`src/rtl/regseq_pkg.sv`:
```
// Shared types and widths for the register-file sequencer and its ALU.
// Latency: n/a (declarations only).
// Backpressure: n/a (declarations only).
package regseq_pkg;

  localparam int DATA_W = 8;
  localparam int ADDR_W = 2;

  typedef enum logic [1:0] {
    OP_ADD = 2'b00,
    OP_SUB = 2'b01,
    OP_AND = 2'b10,
    OP_LDI = 2'b11
  } op_e;

  typedef enum logic [1:0] {
    IDLE  = 2'b00,
    READ  = 2'b01,
    EXEC  = 2'b10,
    WRITE = 2'b11
  } state_e;

  // Instruction word layout: [7:6] opcode, [5:4] rd, [3:2] rs1, [1:0] rs2.
  typedef struct packed {
    op_e               op;
    logic [ADDR_W-1:0] rd;
    logic [ADDR_W-1:0] rs1;
    logic [ADDR_W-1:0] rs2;
  } instr_t;

endpackage

```
`src/rtl/regseq_alu.sv`:
```
// Combinational ALU: ADD/SUB/AND on two operands, or pass-through of the immediate.
// Latency: 0 cycles (purely combinational).
// Backpressure: none; output follows inputs.
module regseq_alu
  import regseq_pkg::*;
(
  input  logic [DATA_W-1:0] a,
  input  logic [DATA_W-1:0] b,
  input  logic [DATA_W-1:0] imm,
  input  op_e               op,
  output logic [DATA_W-1:0] y,
  output logic              carry
);

  logic [DATA_W:0] sum;

  assign sum = {1'b0, a} + {1'b0, b};

  // Select the result; carry is the ninth sum bit for ADD and the borrow for SUB.
  always_comb begin
    y     = '0;
    carry = 1'b0;
    case (op)
      OP_ADD: begin
        y     = sum[DATA_W-1:0];
        carry = sum[DATA_W];
      end
      OP_SUB: begin
        y     = a - b;
        carry = (a < b);
      end
      OP_AND:  y = a & b;
      OP_LDI:  y = imm;
      default: y = '0;
    endcase
  end

endmodule

```
`src/rtl/regfile_sequencer.sv`:
```
// Sequences one instruction through READ/EXEC/WRITE against an external 4x8 register file.
// Latency: transfer at edge N -> WE3 low during cycle N+3; one instruction per 4 cycles.
// Backpressure: INSTR_READY only in IDLE; INSTR_VALID ignored elsewhere. Macro REGSEQ_FLAGS_EN enables ZERO/CARRY.
module regfile_sequencer
  import regseq_pkg::*;
(
  input  logic              CLK,
  input  logic              RST_N,
  input  logic              INSTR_VALID,
  output logic              INSTR_READY,
  input  logic [7:0]        INSTR,
  input  logic [DATA_W-1:0] IMM,
  output logic [ADDR_W-1:0] RA1,
  output logic [ADDR_W-1:0] RA2,
  input  logic [DATA_W-1:0] RD1,
  input  logic [DATA_W-1:0] RD2,
  output logic [ADDR_W-1:0] RA3,
  output logic [DATA_W-1:0] WD3,
  output logic              WE3,
  output logic              DONE,
  output logic [DATA_W-1:0] RESULT,
  output logic              ZERO,
  output logic              CARRY
);

  state_e            state_q, state_d;
  instr_t            instr_q;
  logic [DATA_W-1:0] imm_q;
  logic [DATA_W-1:0] a_q, b_q;
  logic [DATA_W-1:0] alu_y;
  logic              alu_co;

  regseq_alu u_alu (
    .a     (a_q),
    .b     (b_q),
    .imm   (imm_q),
    .op    (instr_q.op),
    .y     (alu_y),
    .carry (alu_co)
  );

  // State register; reset aborts any in-flight instruction.
  always_ff @(posedge CLK or negedge RST_N) begin
    if (!RST_N) state_q <= IDLE;
    else        state_q <= state_d;
  end

  // Next state plus state-decoded handshake, read-address and write-strobe outputs.
  always_comb begin
    state_d     = state_q;
    INSTR_READY = 1'b0;
    WE3         = 1'b1;
    DONE        = 1'b0;
    RA1         = '0;
    RA2         = '0;
    case (state_q)
      IDLE: begin
        INSTR_READY = 1'b1;
        if (INSTR_VALID) state_d = READ;
      end
      READ: begin
        RA1     = instr_q.rs1;
        RA2     = instr_q.rs2;
        state_d = EXEC;
      end
      EXEC: state_d = WRITE;
      WRITE: begin
        WE3     = 1'b0;
        DONE    = 1'b1;
        state_d = IDLE;
      end
      default: state_d = IDLE;
    endcase
  end

  // Datapath: latch instruction, capture operands, stage write-back, publish result.
  // RA3/WD3 load on entry to WRITE and then hold until the next write-back.
  always_ff @(posedge CLK or negedge RST_N) begin
    if (!RST_N) begin
      instr_q <= '0;
      imm_q   <= '0;
      a_q     <= '0;
      b_q     <= '0;
      RA3     <= '0;
      WD3     <= '0;
      RESULT  <= '0;
    end else begin
      case (state_q)
        IDLE: if (INSTR_VALID) begin
          instr_q <= INSTR;
          imm_q   <= IMM;
        end
        READ: begin
          a_q <= RD1;
          b_q <= RD2;
        end
        EXEC: begin
          RA3 <= instr_q.rd;
          WD3 <= alu_y;
        end
        WRITE: RESULT <= WD3;
        default: ;
      endcase
    end
  end

`ifdef REGSEQ_FLAGS_EN
  logic carry_q;

  // Flags: carry is staged with the result in EXEC, both flags publish with RESULT.
  always_ff @(posedge CLK or negedge RST_N) begin
    if (!RST_N) begin
      carry_q <= 1'b0;
      ZERO    <= 1'b0;
      CARRY   <= 1'b0;
    end else if (state_q == EXEC) begin
      carry_q <= alu_co;
    end else if (state_q == WRITE) begin
      ZERO  <= (WD3 == '0);
      CARRY <= carry_q;
    end
  end
`else
  logic alu_co_unused;

  assign alu_co_unused = alu_co;
  assign ZERO          = 1'b0;
  assign CARRY         = 1'b0;
`endif

endmodule
```
`config.mk`:
```
export PLATFORM = sky130hd
export DESIGN_NAME = regfile_sequencer
export DESIGN_NICKNAME = d
export VERILOG_FILES = /design/src/rtl/regseq_pkg.sv /design/src/rtl/regseq_alu.sv /design/src/rtl/regfile_sequencer.sv
export SDC_FILE = /design/constraint.sdc
export NUM_CORES = 1
export LEC_CHECK = 0
export ABC_AREA = 1
export CORE_UTILIZATION = 60
export DETAILED_ROUTE_END_ITERATION = 8
export DONT_BUFFER_PORTS = 1
export HOLD_SLACK_MARGIN = 0.02
export PLACE_DENSITY = 0.84
export SLEW_MARGIN = 40
export SYNTH_ARGS = -nofsm -noshare
export SYNTH_HDL_FRONTEND = slang
export SYNTH_SLANG_ARGS = --single-unit
```
`constraint.sdc`:
```
create_clock -name CLK -period 4.7 [get_ports CLK]
set_input_delay 1.41 -clock CLK [delete_from_list [all_inputs] [get_ports CLK]]
set_output_delay 1.41 -clock CLK [all_outputs]
set_load 0.03 [all_outputs]
```
After elaboration in Yosys (flattened, before gate mapping)
Index checks and enable logic that the tools add are counted.

operators by class
  add/sub/neg operators = 2
  equality and inequality tests = 7
  muxes and demuxes = 8
  bitwise logic cells = 1
  reductions and logical operators = 3

operators by type and width
  cell                  count
  $pmux W8 S4           1
  $add A8 B8 Y8         1
  $and A8 B8 Y8         1
  $eq A2 B2 Y1 const B  4
  $pmux W2 S4           1
  $sub A8 B8 Y8         1
  $mux W2               3
  $eq A2 B1 Y1 const B  2
  $logic_not A2 Y1      2
  $mux W1               3
  $ne A2 B2 Y1 const B  1
  $reduce_and A2 Y1     1

word-level totals
  bits in registers = 52

Logic depth before layout (Yosys ltp)
Gate-level depths: netlist of the first run.

  depth after elaboration = 2
  depth in mapped cells = 18
  mapped depth without buffers = 18

Hierarchy
Synthesis of the first run repeated with hierarchy kept, for this count alone.

unflattened totals
  cell total of the unflattened synthesis = 417
  area, all modules = 3175.5 µm²

by module, submodules not included
  module             times used  cells each  area each (µm²)
  regfile_sequencer  1           239         2189.6
  regseq_alu         1           178         985.9

Least setup slack after synthesis of the first run
No wires, ideal clock.

  path kind = reg-to-output
  start = reg state_q[1]
  end = out RA1[0]
  arrival time = 1.353 ns
  slack = 1.937 ns
  cell stages (with the launch flop) = 7
  path buffers = 2
  cell sequence = dfrtp_1 > inv_1 > ha_1 > buf_2 > clkbuf_1 > nand2_1 > inv_1

between the ends
  longest elaborated chain between the ends = 2

RTL lines
  what                      line                     text
  start: declaration        regfile_sequencer.sv:26  state_e state_q, state_d;
  start signal: assignment  regfile_sequencer.sv:45  else state_q <= state_d;
  $eq A2 B1 Y1              regfile_sequencer.sv:56  case (state_q)
  $mux W2                   regfile_sequencer.sv:56
  end: declaration          regfile_sequencer.sv:13  output logic [ADDR_W-1:0] RA1,

Every way passes these cells.

Worst setup path in the final report of the first run
  start = reg state_q[0]
  end = out WE3

between the ends
  longest elaborated chain between the ends = 2

RTL lines
  what              line                     text
  $eq A2 B2 Y1      regfile_sequencer.sv:56
  $mux W1           regfile_sequencer.sv:56
  end: declaration  regfile_sequencer.sv:19  output logic WE3,

Every way passes these cells.

==> results of run 1 <==
==> cell families (layout without fill, tap and decap cells) <==
group,Yosys count,in the layout,synth area share
fa+ha+maj,14,14,0.06797
compound gates,39,39,0.08567
other cells,1,2,0.001395
buf+inv,44,44,0.06611
xor+xnor,5,5,0.01629
flops,52,52,0.4842
mux,22,22,0.09218
simple gates,116,116,0.1862
==> worst register-to-register path, delay by kind of cell, from the launching register on <==
family                     cells  cell delay [ns]
xor gates and xnor gates       1             0.17
DFF                            1             0.42
and+or+nand+nor                6             0.48
buffers and inverters          6             0.41
AOI/OAI and AO/OA              3             0.51
adders and majority gates      2             0.46
==> routing by layer <==
metal / global-route usage / vias up / routed length, um / share of wire
met5: 0 / - / 0 / 0
met4: 0.09694 / 0 / 112 / 0.021
met3: 0.07401 / 13 / 420 / 0.080
met2: 0.3677 / 75 / 2479 / 0.47
met1: 0.3182 / 895 / 2262 / 0.43
li1: - / 948 / - / -
==> final cells by class <==
class / instances / area, um^2
clock buffers: 6 / 72.57
clock inverters: 2 / 16.27
repair buffers: 1 / 7.507
well taps: 50 / 62.56
inverters: 35 / 131.4
multi-input cells: 198 / 1212
flip-flops and latches: 52 / 1301
fillers: 336 / 1340
==> synth_stat cells (3+ instances only) <==
| master | number | area, um^2 |
|---|---|---|
| nor2_1 | 17 | 63.81 |
| a31oi_1 | 5 | 31.28 |
| inv_1 | 32 | 120.1 |
| buf_2 | 4 | 20.02 |
| dfrtp_1 | 52 | 1301 |
| a21oi_1 | 13 | 65.06 |
| nand2_1 | 75 | 281.5 |
| ha_1 | 13 | 162.7 |
| mux2_2 | 22 | 247.7 |
| nand2_2 | 4 | 25.02 |
| nand3_1 | 12 | 60.06 |
| clkbuf_1 | 3 | 11.26 |
| o21ai_0 | 12 | 60.06 |
| xor2_1 | 5 | 43.79 |
==> through the flow <==
step                setup slack, ns    util  cell area [um^2]
finish                        1.483  0.6766              2804
global route                  1.369  0.6766              2804
CTS                           1.459  0.6766              2804
detailed placement            1.803  0.6552              2715
global placement              1.863  0.6552              2715
floorplan                     1.937       -              2691
==> placed cells by master, fill, tap and decap left out, types with 2 or more instances in the layout <==
master / instances
or2_2: 2
o21ai_0: 12
a31oi_1: 5
dfrtp_1: 52
nand2_1: 75
a21oi_1: 13
nor3_2: 2
mux2_2: 22
nand3_1: 12
a32oi_1: 2
clkbuf_8: 5
nand2_2: 4
ha_1: 13
inv_2: 2
nor2_1: 17
xor2_1: 5
inv_1: 32
conb_1: 2
==> worst paths after layout <==
check,start,to,slack [ns],cells past startpoint
min reg2reg,instr_q[5],RA3[1],0.49,2
min,instr_q[5],RA3[1],0.49,2
max,state_q[0],WE3,1.48,2
min in group asynchronous,RST_N,instr_q[1],0.79,0
max reg2reg,b_q[0],WD3[7],2.21,18
max in group asynchronous,RST_N,instr_q[6],3.83,0
==> flip-flops by register name, summed over array words and instances, names as in the netlist <==
register	flops
b_q	8
instr_q	8
state_q	2
a_q	8
RA3	2
imm_q	8
WD3	8
RESULT	8
==> impl_summary.md, run 1 <==
Status
The flow ran to the end, and the final reports show no timing, DRC or antenna violations.

Setup path
STA puts the critical path data required time at 3.29 ns. The longest individual stage delay on the worst path is 0.55 ns. The critical path is of the flop to primary output type.

Together, buffers and inverters on the worst path number 1. The dominant delay contributor by cell family on the critical path is adder cells. The largest fanout of any net on the critical path is 10. The worst setup path is launched from a flop. The critical path goes through ha_1 -> clkinv_1. Data arrives at the worst endpoint at about 1.8 ns. The slowest cell on the critical path is ha_1. The capturing element type of the critical path is a primary output.

CTS
The clock passes through at most 2 buffers. The later pin in the worst-skew pair is clocked with a latency of 0.30 ns. Gates resized during post-CTS repair numbered 0. Post-CTS timing repair inserted 0 buffers for setup. The sink count of the clock tree is 52. After clock tree synthesis, the clock-pin slew on the worst setup and hold paths is roughly 0.090 ns.

The count of H-tree levels built during CTS is 2. The buffer type at the clock tree root is clkbuf_8. TritonCTS created 5 clock buffers. After clock tree synthesis, the flow added hold-fix buffers numbering 0.

The CTS tree is yes.

Drt
The average detailed-routed wire length per instance is 15.33 um. The first TritonRoute pass finished after 4 iterations. The wire length after detailed routing is between 5 and 6 mm. The detail route stage leaves a number of antenna-violating nets equal to 0.

The initial DRC count is 97. The via total after detailed routing is between 1.5k and 2k. The post-detailed-route DRC marker count is 0. Dividing the detail-routed via count by the number of cells gives approximately 5.6.

Timing
After layout, the minimum clock period comes to 3.217 ns. The achievable clock frequency is 0.3108 GHz. Setup repair after global routing left no endpoint under its margin. At the pin with the least slew margin, the transition time is 0.6403 ns.

Setup violations remaining at the end of the flow were counted as 0. Across the routed clock network, the largest skew measured is 0.006478 ns. Dividing the final minimum period by the clock period gives 0.6845. The worst pin sits at a relative slew slack of 0.5731. The final total negative setup slack is 0 ns.

The number of hold violations in the final report is 0. The total count of max-transition violations in the final report is 0. The final hold slack is 0.4878 ns.

Finish
The final cell count without fillers is 344. The repair_antennas step left the layout with diodes totalling 0. From synthesis to final layout, the design area changed by 4.330%.

The share of post-route cells with drive strength above 1 is 0.1497. The final net count is around 340.

Yosys
The synthesized area divided by synthesized cell count is approximately 9 um^2. In this run, synthesis produced a sequential element count of 52. The part of the Yosys area used for sequential elements is 0.4842.

The number of enable flip-flop cells after synthesis is 0. Counting every instance in the synthesized netlist gives 293. The prevailing post-synth register cell is dfrtp_1. The cell area after technology mapping is 2688 um^2. The number of unique standard cell types used by synthesis is 33.

The number of warnings printed during yosys synthesis is 0. Of all flip-flops after synthesis, the portion carrying an async set or reset was 1.000.

Place
The cell count after placement is 336. The total of buffers placed on input and output ports is 0. Detailed placement finished with a half-perimeter wire length of 3.814 mm.

The global placement routability congestion is about 0.88.

Global routing
The first-pass GRT wire length is 8.128 mm. The initial antenna violation count is 0. The total congestion overflow after global routing is 0.

The aggregate global-route resource usage is 0.2411. The via count of the first global-routing pass is around 1.8k. Entering global routing, the biggest net connects between 50 and 60 pins.

Die
The initial utilization of the core area, before any placement, comes to 0.6486. The horizontal extent of the die is 68.93 um. The die extent in y is between 60 and 70 um. After floorplanning, the core was sized to cover 4144 um^2. The number of rows created at floorplan is 23. 62 I/O pins were placed. The die footprint is approximately 4800 um^2.

Run
Max-cap violations in this run came to 0.

Min path
The path class of the lowest-slack min-delay path is flop to flop.
Power of run 1 is not shown: default switching activity piles up to over one toggle a cycle in this logic, so the estimate is an artifact.
==> run 2, diff against run 1 <==
==> constraint.sdc (replaced) <==
create_clock -name CLK -period 3.2 [get_ports CLK]
set_input_delay 0.96 -clock CLK [delete_from_list [all_inputs] [get_ports CLK]]
set_output_delay 0.96 -clock CLK [all_outputs]
set_load 0.03 [all_outputs]
==> impl_summary.md, run 2 (synthesis gave the netlist of run 1 again) <==
Setup path
The most prevalent standard cell on the critical path is inv_1. The critical path is of the flop to flop type. The start point of the critical path is b_q[0]. For this run, the slowest stage of the critical path takes 0.42 ns. Of all nets on the critical path, the largest fanout is 4.

The worst setup path is captured at a flop. The slowest cell on the critical path is dfrtp_1. Walking the worst path, the cells encountered are inv_1 -> ha_1 -> inv_1 -> nor3_2 -> inv_1 -> o31ai_1 -> xor2_1 -> inv_1 -> ha_1 -> nand2_1 -> inv_1 -> nand2_1 -> nand2_1 -> a21oi_1 -> inv_1 -> nand2_1 -> nand3_1 -> a21oi_2. The startpoint identified for the worst register-to-register timing path is b_q[0]. The sort of element at the start of the critical path is a flop.

Data on the critical path arrives at its endpoint at approximately 2.8 ns. The endpoint required time on the critical path is 3.43 ns.

Timing
Setup violations remaining at the end of the flow were counted as 0. The clock arrives with 0.005901 ns of skew. The clock period could shrink to roughly 2.5 ns. The relative max-transition margin is 0.6029. The transition time at the pin with the least slew margin is 0.5956 ns. The total count of max-transition violations in the final report is 0. In the final timing run, aggregate negative setup slack is 0 ns. Setup repair after global routing left no endpoint under its margin.

Timing would allow up to between 0.3 and 0.4 GHz. The final critical-path share of the clock period is 0.7936. The number of hold violations in the final report is 0.

Die
The die footprint is 4751 um^2. For this configuration, the core starts out at a cell density of 0.6486. The die extent in y is 68.93 um. The number of rows created at floorplan is 23. The horizontal extent of the die is 68.93 um.

After floorplanning, the core was sized to cover 4144 um^2. The number of ports placed on the die boundary is 62.

Finish
In the final layout, the share of cells above drive strength 1 is 0.1531. After the last flow step, the layout net total stands at 343. Leaving out fill and tap cells, the most frequent cells in the layout are 75 x nand2_1, 52 x dfrtp_1, 32 x inv_1. The final cell count without fillers is 344. The area of the multi-input gates is 1212 um^2.

The commonest non-fill, non-tap cell in the layout is nand2_1. The number of antenna diodes in the final layout is 0. The filler cells instantiated in the layout total 350. The area taken by flip-flops and latches is 1301 um^2. The area growth from synthesis to layout is 6.099%.

Min path
In this run the worst hold path is classified as primary input to async pin.

Place
The cell count after placement is 337. During placement, the flow inserted port buffers numbering 0. Once detailed placement completed, the half-perimeter wirelength came to 4.029 mm. The global placement routability congestion is 0.8738.

Global routing
The initial antenna violation count was 0. The largest net degree at the start of global routing is 53. In the global route stage, overall resource usage came out at 0.2539. The via count of the first global-routing pass is 1915.

The total congestion overflow after global routing is 0. The first global-routing pass estimated around 8.7 mm of wire.

CTS
Hold repair after CTS inserted 0 buffers. The buffer type at the clock tree root is clkbuf_8. TritonCTS created 5 clock buffers. The count of H-tree levels built during CTS is 2. The clock drives 52 sinks. After clock tree synthesis, the clock-pin slew on the worst setup and hold paths is roughly 0.09 ns.

TritonCTS built the clock tree. The largest buffer count on any clock path is 2. The post-cts gate resize count is 0. Post-CTS timing repair inserted 0 buffers for setup. The clock reaches the later pin of the worst-skew pair after ~0.30 ns.

Drt
The first routing iteration left 82 violations. The post-detailed-route DRC marker count is 0. The count of nets left with antenna violations once routing finished came out at 0. The wire length after detailed routing is 5.478 mm.

The via total after detailed routing is 1956. After detailed routing, the average wire length per cell comes to 15.92 um. After detailed routing, the number of vias per cell comes to ~5.7. The number of detailed-route iterations in the first pass is 4.

Status
The flow ran to the end, and the final reports show no timing, DRC or antenna violations.

Run
Max-cap violations in this run came to 0.
-- run 2: worst paths after layout --
kind	end	slack, ns	depth (start not counted)
setup / recovery	WD3[7]	0.66	18
hold / removal	a_q[6]	0.34	0
setup reg to reg	WD3[7]	0.66	18
hold reg to reg	RA3[0]	0.48	2
max in group asynchronous	WD3[1]	2.77	0
min in group CLK	RA3[0]	0.48	2
-- run 2: cell type report --
class	count	share of cell area
Clock buffer	5	0.02413
Clock inverter	2	0.02106
Timing Repair Buffer	2	0.005265
Inverter	35	0.04607
Tap cell	50	0.02194
Sequential cell	52	0.4563
Multi-Input combinational cell	198	0.4252
-- run 2: per-layer routing --
metal,up-vias,GRT usage,wire length [um]
met4,0,0.07143,74
met2,88,0.4369,2756
met1,914,0.3200,2275
li1,943,-,-
met5,-,0,0
met3,11,0.05592,371
-- run 2: metrics by stage --
step / worst slack [ns] / hold slack (ns) / area (um^2) / utilization
floorplan: 0.8875 / 0.4403 / 2691 / -
global placement: 0.8681 / 0.4543 / 2723 / 0.6570
detailed placement: 0.7081 / 0.4597 / 2723 / 0.6570
CTS: 0.6769 / 0.3460 / 2851 / 0.6881
global route: 0.4168 / 0.3334 / 2851 / 0.6881
finish: 0.6603 / 0.3432 / 2851 / 0.6881
-- run 2: critical path, delay by kind of cell, from the launching register on --
kind                       cells  cell delay [ns]
buffers and inverters          6             0.39
AOI/OAI and AO/OA              3             0.54
xor gates and xnor gates       1             0.17
DFF                            1             0.42
and+or+nand+nor                6             0.48
adders and majority gates      2             0.47
Power of run 2 is left out for the same reason.
==> run 3, diff against run 2 <==
==> constraint.sdc (replaced) <==
create_clock -name CLK -period 2.4 [get_ports CLK]
set_input_delay 0.72 -clock CLK [delete_from_list [all_inputs] [get_ports CLK]]
set_output_delay 0.72 -clock CLK [all_outputs]
set_load 0.03 [all_outputs]
==> impl_summary.md, run 3 (synthesis gave the netlist of run 1 again) <==
Status
The run finished with clean final reports.

Setup path
In this design, the largest share of critical-path delay is due to compound AO/OA/AOI/OAI gates. Data on the critical path is required at its endpoint by 2.64 ns. In this run the worst setup path begins at b_q[0].

Counting both buffers and inverters, the worst setup path holds a total of 6. The arrival time reported for the critical path endpoint is 2.50 ns. In this design, the critical path's most frequently occurring cell is inv_1. The worst setup path category is flop to flop. Of all nets on the critical path, the largest fanout is 4. The signal on the critical path passes through inv_2 -> ha_1 -> inv_1 -> nor3_2 -> inv_1 -> o31ai_2 -> xor2_1 -> inv_1 -> ha_4 -> nand2_2 -> inv_1 -> nand2_1 -> nand2_1 -> a21oi_2 -> inv_1 -> nand2_1 -> nand3_2 -> a21oi_2. On the worst path, the slowest cell contributes a delay of 0.40 ns. The worst setup path is captured at a flop. The slowest cell on the critical path is dfrtp_1. The sort of element at the start of the critical path is a flop. The source of the worst register-to-register timing path is b_q[0].

Timing
The number of hold violations in the final report is 0. The total count of max-transition violations in the final report is 0. The final critical-path share of the clock period is 0.9421. For this run, the top clock speed supported by timing is between 0.4 and 0.5 GHz. The setup slack of the critical path after layout is 0.1389 ns.

The post-route clock skew is between 0.01 and 0.015 ns. The post-route minimum period is 2.261 ns. After routing, the total negative slack on setup checks comes to 0 ns.

Setup violations remaining at the end of the flow were counted as 0. Setup repair after global routing could not meet its margin everywhere.

Finish
The library cell used most frequently in the layout, excluding fill and tap cells, is nand2_1. The area growth from synthesis to final layout is 7.495%. The top cell types in the final layout, fill and taps aside, are 74 x nand2_1, 52 x dfrtp_1, 30 x inv_1. In the final layout, the share of cells above drive strength 1 is 0.1873. The final antenna diode count is 0. The filler cells instantiated in the layout total 338. In the final design database the tool counted 347 nets.

Run
The number of max-capacitance violations reported is 0.

Global routing
The via count of the first global-routing pass is roughly 2.0k. The first global-routing pass estimated 8.631 mm of wire. The largest net degree at the start of global routing is 53. The aggregate global-route resource usage is 0.2487. The total congestion overflow after global routing is 0.

The initial antenna violation count is 0.

Drt
The via density per instance is 5.542. The post-detailed-route DRC marker count is 0. The via total after detailed routing is 1934.

The count of antenna-violating nets left after detailed routing is 0. The wire length after detailed routing is approximately 5.4 mm. The initial DRC count is between 80 and 90. The pre-antenna-repair detailed-routing pass consisted of 4 iterations.

In the final routed layout, each cell accounts on average for 15.39 um.

CTS
The number of clock buffers inserted by TritonCTS is 5. The clock passes through at most 2 buffers. The clock transition at the registers of the reported paths is 0.09 ns.

The clock reaches the later pin of the worst-skew pair after 0.31 ns. Buffers inserted to repair hold after CTS numbered 0. CTS placed an instance of clkbuf_8 at the clock tree root. The CTS tree is yes.

The buffers inserted during post-CTS setup optimization is 0. The sink count of the clock tree is 52. The count of H-tree levels built during CTS is 2.

Die
The horizontal extent of the die is 68.93 um. The initial utilization of the core area, before any placement, comes to 0.6486. The number of rows created at floorplan is 23. After floorplanning, the core was sized to cover 4144 um^2.

The die covers 4751 um^2. For this design the top-level I/O count stands at 62. The die is 68.93 um tall.

Place
The placement-stage worst setup slack is -0.02339 ns. The placed wire-length estimate is 4.097 mm. At the end of routability-driven placement, the weighted congestion stood at 0.8743. The total of buffers placed on input and output ports is 0.

Min path
The path class of the lowest-slack min-delay path is primary input to async pin.
[run 3: cell types whose count changed in the layout (fill, tap and decap cells not counted), sizes merged]
cell and change:
clkinv +1, bufinv -1, buf +4, clkbuf +1
[run 3: through the flow]
step                      instance area, um^2  std cells  hold slack (ns)  utilization
after global placement                   2753        341           0.4257       0.6643
after floorplan                          2691        294           0.4244            -
final                                    2889        349          0.09642       0.6972
after CTS                                2869        349          0.09234       0.6923
after detailed placement                 2753        341           0.4262       0.6643
after global routing                     2889        349          0.08440       0.6972
[run 3: final timing paths]
path | end | slack (ns) | cells after the start
min in group CLK | RA3[0] | 0.49 | 2
max | WD3[7] | 0.14 | 18
min | WD3[1] | 0.1 | 0
max in group asynchronous | RESULT[5] | 2.22 | 0
min reg2reg | RA3[0] | 0.49 | 2
max reg2reg | WD3[7] | 0.14 | 18
[run 3: routing by layer]
| metal | global-route usage | up-vias | wire (um) |
|---|---|---|---|
| li1 | - | 953 | - |
| met1 | 0.3171 | 893 | 2281 |
| met2 | 0.4126 | 77 | 2620 |
| met3 | 0.05428 | 11 | 365 |
| met4 | 0.09184 | 0 | 102 |
| met5 | 0 | - | 0 |
[run 3: timing repair]
action,4_1_cts,5_1_grt
resized for setup,2,5
setup endpoints to repair,1,2
pin swaps,0,1
[run 3: area by class of cell]
type / count / area, um^2 / share of cell area
flip-flops and latches: 52 / 1301 / 0.4504
clock buffers: 6 / 72.57 / 0.02512
repair buffers: 6 / 45.04 / 0.01559
clock inverters: 2 / 35.03 / 0.01213
inverters: 35 / 131.4 / 0.04547
multi-input cells: 198 / 1241 / 0.4296
well taps: 50 / 62.56 / 0.02165
Power of run 3 is left out for the same reason.
